**src/rtl/uart_rx_param.sv**
```systemverilog
// Parametrised oversampling UART receiver with a valid/ready output register.
// Optional parity checking (extra PARITY state and parity_odd port) via UART_RX_PARITY_EN.
module uart_rx_param #(
  parameter int DATA_BITS  = 8,
  parameter int OVERSAMPLE = 16,
  parameter int STOP_BITS  = 1
) (
  input  logic                 clk_rx,
  input  logic                 reset,
  input  logic                 rx_input,
  input  logic                 baud_tick,
`ifdef UART_RX_PARITY_EN
  input  logic                 parity_odd,
`endif
  output logic [DATA_BITS-1:0] out_data,
  output logic                 out_valid,
  input  logic                 out_ready,
  output logic                 frame_err,
  output logic                 overrun_err,
  output logic                 parity_err,
  output logic                 busy
);

  localparam int CNT_W = $clog2(OVERSAMPLE);
  localparam int BIT_W = 4;
  localparam logic [CNT_W-1:0] CNT_ZERO  = CNT_W'(0);
  localparam logic [CNT_W-1:0] CNT_ONE   = CNT_W'(1);
  localparam logic [CNT_W-1:0] HALF_LAST = CNT_W'(OVERSAMPLE / 2 - 1);
  localparam logic [CNT_W-1:0] FULL_LAST = CNT_W'(OVERSAMPLE - 1);
  localparam logic [BIT_W-1:0] BIT_ZERO  = BIT_W'(0);
  localparam logic [BIT_W-1:0] BIT_ONE   = BIT_W'(1);
  localparam logic [BIT_W-1:0] DATA_LAST = BIT_W'(DATA_BITS - 1);
  localparam logic [BIT_W-1:0] STOP_LAST = BIT_W'(STOP_BITS - 1);

  typedef enum logic [2:0] {
    ST_IDLE      = 3'd0,
    ST_START     = 3'd1,
    ST_DATA      = 3'd2,
    ST_PARITY    = 3'd3,
    ST_STOP      = 3'd4,
    ST_WAIT_HIGH = 3'd5
  } state_t;

  state_t                 state_r, state_next;
  logic [CNT_W-1:0]       tick_cnt_r, tick_next;
  logic [BIT_W-1:0]       bit_cnt_r, bit_next;
  logic [DATA_BITS-1:0]   shift_r, shift_next;
  logic [DATA_BITS-1:0]   out_data_r;
  logic                   rx_meta_r, rx_sync_r, rx_s;
  logic                   out_valid_r, frame_err_r, overrun_err_r, busy_r;
  logic                   done_s, frame_bad_s;

`ifdef UART_RX_PARITY_EN
  logic par_bad_r, par_bad_next, parity_err_r;

  // Expected parity bit: makes the total count of ones even, or odd when odd=1.
  function automatic logic calc_parity(input logic [DATA_BITS-1:0] data, input logic odd);
    calc_parity = (^data) ^ odd;
  endfunction
`endif

  assign rx_s = rx_sync_r;

  // Frame sequencing: every counter and transition advances on baud_tick only.
  always_comb begin
    state_next  = state_r;
    tick_next   = tick_cnt_r;
    bit_next    = bit_cnt_r;
    shift_next  = shift_r;
`ifdef UART_RX_PARITY_EN
    par_bad_next = par_bad_r;
`endif
    done_s      = 1'b0;
    frame_bad_s = 1'b0;
    if (baud_tick) begin
      case (state_r)
        ST_IDLE: begin
          if (!rx_s) begin
            state_next = ST_START;
            tick_next  = CNT_ZERO;
          end else begin
            state_next = ST_IDLE;
          end
        end
        ST_START: begin
          if (tick_cnt_r == HALF_LAST) begin
            tick_next  = CNT_ZERO;
            bit_next   = BIT_ZERO;
            state_next = rx_s ? ST_IDLE : ST_DATA;
          end else begin
            tick_next = tick_cnt_r + CNT_ONE;
          end
        end
        ST_DATA: begin
          if (tick_cnt_r == FULL_LAST) begin
            tick_next  = CNT_ZERO;
            // LSB arrives first, so right-shifting leaves it at bit 0 after the last sample
            shift_next = {rx_s, shift_r[DATA_BITS-1:1]};
            if (bit_cnt_r == DATA_LAST) begin
              bit_next = BIT_ZERO;
`ifdef UART_RX_PARITY_EN
              state_next = ST_PARITY;
`else
              state_next = ST_STOP;
`endif
            end else begin
              bit_next = bit_cnt_r + BIT_ONE;
            end
          end else begin
            tick_next = tick_cnt_r + CNT_ONE;
          end
        end
        ST_PARITY: begin
          if (tick_cnt_r == FULL_LAST) begin
            tick_next  = CNT_ZERO;
`ifdef UART_RX_PARITY_EN
            par_bad_next = (rx_s != calc_parity(shift_r, parity_odd));
`endif
            state_next = ST_STOP;
          end else begin
            tick_next = tick_cnt_r + CNT_ONE;
          end
        end
        ST_STOP: begin
          if (tick_cnt_r == FULL_LAST) begin
            tick_next = CNT_ZERO;
            if (!rx_s) begin
              frame_bad_s = 1'b1;
              bit_next    = BIT_ZERO;
              state_next  = ST_WAIT_HIGH;
            end else if (bit_cnt_r == STOP_LAST) begin
              done_s     = 1'b1;
              bit_next   = BIT_ZERO;
              state_next = ST_IDLE;
            end else begin
              bit_next = bit_cnt_r + BIT_ONE;
            end
          end else begin
            tick_next = tick_cnt_r + CNT_ONE;
          end
        end
        ST_WAIT_HIGH: begin
          if (rx_s) begin
            state_next = ST_IDLE;
          end else begin
            state_next = ST_WAIT_HIGH;
          end
        end
        default: begin
          state_next = ST_IDLE;
        end
      endcase
    end else begin
      state_next = state_r;
    end
  end

  // Synchroniser, FSM state and counters.
  always_ff @(posedge clk_rx) begin
    if (reset) begin
      rx_meta_r  <= 1'b1;
      rx_sync_r  <= 1'b1;
      state_r    <= ST_IDLE;
      tick_cnt_r <= CNT_ZERO;
      bit_cnt_r  <= BIT_ZERO;
      shift_r    <= {DATA_BITS{1'b0}};
      busy_r     <= 1'b0;
    end else begin
      rx_meta_r  <= rx_input;
      rx_sync_r  <= rx_meta_r;
      state_r    <= state_next;
      tick_cnt_r <= tick_next;
      bit_cnt_r  <= bit_next;
      shift_r    <= shift_next;
      busy_r     <= (state_next != ST_IDLE);
    end
  end

  // Output register, handshake and error pulses.
  always_ff @(posedge clk_rx) begin
    if (reset) begin
      out_data_r    <= {DATA_BITS{1'b0}};
      out_valid_r   <= 1'b0;
      frame_err_r   <= 1'b0;
      overrun_err_r <= 1'b0;
    end else begin
      frame_err_r   <= frame_bad_s;
      overrun_err_r <= 1'b0;
      if (done_s && (!out_valid_r || out_ready)) begin
        out_data_r  <= shift_r;
        out_valid_r <= 1'b1;
      end else if (done_s) begin
        overrun_err_r <= 1'b1;
      end else if (out_valid_r && out_ready) begin
        out_valid_r <= 1'b0;
      end
    end
  end

`ifdef UART_RX_PARITY_EN
  // Parity flag captured mid-frame; reported when the stop bits resolve.
  always_ff @(posedge clk_rx) begin
    if (reset) begin
      par_bad_r    <= 1'b0;
      parity_err_r <= 1'b0;
    end else begin
      par_bad_r    <= par_bad_next;
      parity_err_r <= (done_s | frame_bad_s) & par_bad_r;
    end
  end

  assign parity_err = parity_err_r;
`else
  assign parity_err = 1'b0;
`endif

  assign out_data    = out_data_r;
  assign out_valid   = out_valid_r;
  assign frame_err   = frame_err_r;
  assign overrun_err = overrun_err_r;
  assign busy        = busy_r;

endmodule

```
**config.mk**
```make
export PLATFORM = sky130hd
export DESIGN_NAME = uart_rx_param
export DESIGN_NICKNAME = d
export VERILOG_FILES = /design/src/rtl/uart_rx_param.sv
export SDC_FILE = /design/constraint.sdc
export NUM_CORES = 1
export LEC_CHECK = 0
export ABC_AREA = 1
export CAP_MARGIN = 5
export CORE_MARGIN = 2
export CORE_UTILIZATION = 50
export CTS_CLUSTER_DIAMETER = 60
export DETAILED_ROUTE_END_ITERATION = 16
export PLACE_DENSITY = 0.79
export SLEW_MARGIN = 20
export SYNTH_ARGS = -nofsm -noshare
export SYNTH_HDL_FRONTEND = slang
export SYNTH_SLANG_ARGS = --single-unit
```
**constraint.sdc**
```tcl
create_clock -name clk_rx -period 3.2 [get_ports clk_rx]
set_input_delay 0.64 -clock clk_rx [delete_from_list [all_inputs] [get_ports clk_rx]]
set_output_delay 0.64 -clock clk_rx [all_outputs]
set_load 0.01 [all_outputs]
```
# Word level (Yosys, flattened, before mapping)
# Index checks and enable logic that the tools add are counted.
# Widths: inputs -> output; s select.
[classes]
n_eq_ne = 13
n_reduce_logical = 17
add_sub_neg = 2
n_bitwise = 3
muxes = 33
[op_table]
columns = ["cell", "count"]
rows = [
  ["$mux 4", 9],
  ["$mux 3", 9],
  ["$pmux 4 s3", 2],
  ["$pmux 3 s6", 1],
  ["$mux 1", 11],
  ["$reduce_bool 3->1", 3],
  ["$add 4x1->4 const B", 2],
  ["$eq 4x3->1 const B", 2],
  ["$ne 2x2->1 const B", 4],
  ["$eq 3x2->1 const B", 2],
  ["$eq 3x3->1 const B", 2],
  ["$reduce_and 3->1", 2],
  ["$reduce_and 5->1", 1],
  ["$eq 4x4->1 const B", 1],
  ["$logic_not 4->1", 1],
  ["$reduce_or 4->1", 1],
  ["$eq 3x1->1 const B", 1],
  ["$logic_not 3->1", 1],
  ["$not 1->1", 3],
  ["$reduce_or 3->1", 1],
  ["$logic_and 1x1->1", 2],
  ["$mux 2", 1],
  ["$ne 2x1->1 const B", 1],
  ["$reduce_and 2->1", 1],
  ["4 further kinds", 4],
]
[word_totals]
ff_bits = 33
wordCells = 79

# Longest topological paths before layout
[logic_depth]
ltp_word = 9
ltp_mapped = 11

# Least setup slack after synthesis
# OpenSTA, ideal clock, no wires.
[synth_timing]
kind = "input-to-reg"
from = "in reset"
to = "reg out_data_r[0], in the netlist out_data[0]"
slack_ps = 1712
setup_time_ps = 70
cell_stages = 5
arrival_time_ps = 1418
cell_sequence = "clkbuf_1 > inv_1 > buf_1 > o21ai_0 > a21oi_1"
[synth_rtl]
columns = ["element", "line", "text"]
rows = [
  ["start: declaration", "9", "input logic reset,"],
  ["end signal: assignment", "182", "out_data_r <= {DATA_BITS{1'b0}};"],
  ["end signal: assignment", "190", "out_data_r <= shift_r;"],
  ["end: declaration", "48", "logic [DATA_BITS-1:0] out_data_r;"],
]

# Worst setup path in the final report
[layout_timing]
from = "in baud_tick"
to = "reg tick_cnt_r[2]"
[layout_between]
elab_chain_cells = 1
[layout_rtl]
columns = ["element", "line", "text"]
rows = [
  ["start: declaration", "11", "input logic baud_tick,"],
  ["$reduce_and 3->1 (no line)", "n/a", ""],
  ["end signal: assignment", "172", "tick_cnt_r <= tick_next;"],
  ["end: declaration", "45", "logic [CNT_W-1:0] tick_cnt_r, tick_next;"],
]
# No other way between the ends.
# A chain may end at the register's enable or synchronous reset.

==> flow_summary.yaml <==
outcome:
  run_status: "finished, final reports clean"
timing:
  timing.final.crit_period_ns: 1.89
  timing.final.setup_violations: 0
  fmax_mhz: 528
  hold_viol: 0
  fin_skew_ns: 0.00665
  final_setup_slack_of_the_worst_path_ns: 1.31
  final_cycle_share: 0.592
  final_max_slew_viol_count: 0
  worstMarginPinSlew_ns: 0.668
  grt_setup_unrepaired: "false"
  fin_tns_setup_ns: 0
  timing.max_slew.rel_slack: 0.554
yosys:
  async_reset_ff_frac: 0
  post_synth_most_frequent_cells: "34 x nand2_1, 33 x dfxtp_1, 33 x nor2_1, 24 x inv_1, 19 x o21ai_0"
  synth_nets: 233
  synth.most_common_cell: "nand2_1"
  synth_area_in_adders: 0.0221
  sequential_area_share_after_synthesis: 0.390
  synth_ff_type: "dfxtp_1"
  syn_area_per_cell_um2: 7.54
  synth_cell_type_count: 34
  synth.mux.area_fraction: 0
  mappedNetlistArea_um2: 1700
  ys_seq_elements: 33
  synth.top_cells.by_area: "dfxtp_1 39%, nand2_1 7.5%, nor2_1 7.3%, o21ai_0 5.6%, inv_1 5.3%"
  largest_area_contributor_in_the_netlist: "dfxtp_1"
  largest_family_of_logic_cells_by_synthesized_area: "simple AND/OR/NAND/NOR gates"
  synth_xor_area_frac: 0
  synth.top_cell.area_share: 0.390
  synth_simple_gate_area_share: 0.330
  ys_warn_count: 0
  synth_compound_area_frac: 0.158
  number_of_instances_in_the_synthesized_netlist: 225
  synth_edf_count: 0
floorplan:
  starting_density_of_the_core: 0.516
  die_h_um: 62.2
  core_um2: 3280
  die_width_um: 62.2
  dieArea_um2: 3870
  cell_row_count: 21
  io_pins: 18
critical_path:
  setup.worst_path.class: "in2reg"
  timing.rr.end: "busy"
  setup_slack_of_the_most_critical_reg_to_reg_path_ns: 1.49
  critPathLaunchType: "input pin"
  capturing_element_type_of_the_critical_path: "flop"
  timing.critical_path.arrival_ns: 2.16
  ff2ff_path_depth: 10
  critPathLaunch: "baud_tick"
  reg2reg_from: "tick_cnt_r[0]"
  worst_ep_required_time_ns: 3.47
  crit_end: "tick_cnt_r[2]"
  crit_path_max_fanout: 8
placed_design:
  dpl_cell_area_um2: 1870
  buffer_ports.inserted: 16
  placement.setup.worst_slack_ns: 0.978
  detailed_place_hpwl_um: 2300
  routability_congestion_estimate_from_global_placement: 0.825
global_route:
  grt_first_pass_wirelength_um: 5490
  grt_overflow_total: 0
  first_global_vias: 1350
  grt_antenna_before_repair: 0
  gr-usage-all-layers: 0.177
  grt_start_max_net_pins: 26
clock_tree:
  cts-buffers-inserted: 5
  post-cts-setup-buffer-count: 0
  post_cts_hold_buffer_count: 0
  h-tree-depth: 2
  cts_root_buffer: "clkbuf_4"
  clkTransAtPathRegs_ns: 0.10
  ctsResizeCount: 0
  cts_num_sinks: 33
  cts_tree: "done"
  cts-root-to-sink-buffers: 2
  clock_latency_ns: 0.35
drt:
  vias_per_cell: 5.01
  drt_drc_violations_left: 0
  drtAntennaViolNets: 0
  post_route_wl_um: 3140
  drt_pass1_iterations: 4
  initialDrtViolationCount: 71
  num_vias: 1448
  route.detailed.wl_per_inst_um: 10.9
run:
  cap_violations: 0
cells_and_area:
  final-seq-area_um2: 661
  area_growth_syn_to_layout_pct: 16.4
  fillers: 302
  final_nets: 250
  postLayoutCellArea_um2: 1970
  antenna_cells_inserted: 0
  utilization: 0.601
  multi_input_gate_area_um2: 868
  final_layout_size_suffix_gt1_frac: 0.169
power_and_ir_drop:
  vdd.ir_drop.worst_v: 0.000388
  pwr_total_w: 0.000852
  leakage_nw: 0.802
  powerDensity_nw_per_um2: 432
min_path:
  worstHoldPathType: "reg2reg"
flip-flops by register name, indices dropped and copies added, names as in the netlist:
name	cells
frame_err	1
rx_s	1
out_data	8
tick_cnt_r	4
out_valid	1
overrun_err	1
shift_r	8
busy	1
rx_meta_r	1
state_r	3
bit_cnt_r	4
critical path, stage by stage:
cell and delay, ns:
clkdlybuf4s50_1 0.74, inv_1 0.15, nor2_1 0.12, o21ai_1 0.13, inv_2 0.11, nand2_1 0.07, a211oi_1 0.21
logic make-up after synthesis:
group / Yosys count
AO/OA/AOI/OAI: 47
adder cells (fa/ha/maj): 3
buffers and inverters: 38
other: 1
AND/OR/NAND/NOR: 103
flip-flops: 33
area by class of cell:
cell class,instances,area share
clock buffers,5,0.0190
clock inverters,3,0.0330
inverters,32,0.0628
multi-input cells,154,0.440
flip-flops and latches,33,0.335
well taps,46,0.0292
repair buffers,16,0.0812
worst min path at each step:
stage          startpoint  endpoint  slack (ns)  cells after the start
6_report        rx_meta_r      rx_s        0.41                      1
5_1_grt         rx_meta_r      rx_s        0.44                      1
4_1_cts         rx_meta_r      rx_s        0.42                      1
3_5_place_dp    rx_meta_r      rx_s        0.39                      1
3_3_place_gp    rx_meta_r      rx_s        0.39                      1
2_1_floorplan   rx_meta_r      rx_s        0.39                      1
power by group:
part	internal, W	switching [W]	total [W]
Sequential	0.000414	0.00000213	0.000416
Combinational	0.0000153	0.0000275	0.0000427
Clock	0.000242	0.000152	0.000393
routing by layer:
metal  vias to the layer above  track usage  wire, µm
li1                        757            -         -
met2                        38        0.303      1590
met5                         -            0         0
met4                         0       0.0806        66
met3                         8       0.0525       167
met1                       645        0.203      1320
metrics by stage:
step / hold slack (ns) / std cells
6_report: 0.414 / 289
5_1_grt: 0.444 / 289
4_1_cts: 0.419 / 289
3_5_place_dp: 0.394 / 281
3_3_place_gp: 0.391 / 281
2_1_floorplan: 0.389 / 225
placed cells by master (no fill, tap or decap):
master / netlist / final
nand3_4: 2 / 2
inv_1: 24 / 24
nand2_4: 4 / 4
dfxtp_1: 33 / 33
a21boi_1: 1 / 1
a211oi_1: 1 / 1
nand3_1: 13 / 13
nand3b_1: 1 / 1
o21ai_2: 3 / 3
o22ai_1: 1 / 1
nand4_1: 3 / 3
nand2_1: 34 / 34
nor2_4: 4 / 4
bufinv_16: 0 / 2
nand3b_4: 1 / 1
o21ai_1: 2 / 2
clkdlybuf4s50_1: 0 / 16
o21ai_0: 19 / 19
inv_4: 1 / 1
a21oi_2: 4 / 4
a21oi_1: 16 / 16
nand3_2: 2 / 2
ha_1: 3 / 3
nor3_1: 1 / 1
conb_1: 1 / 1
or2_2: 2 / 2
nand4_4: 1 / 1
clkinv_2: 1 / 2
nor2_1: 33 / 33
inv_2: 6 / 6
nand2_2: 2 / 2
clkbuf_4: 0 / 5
No activity file was read; power rests on OpenSTA's default activity.
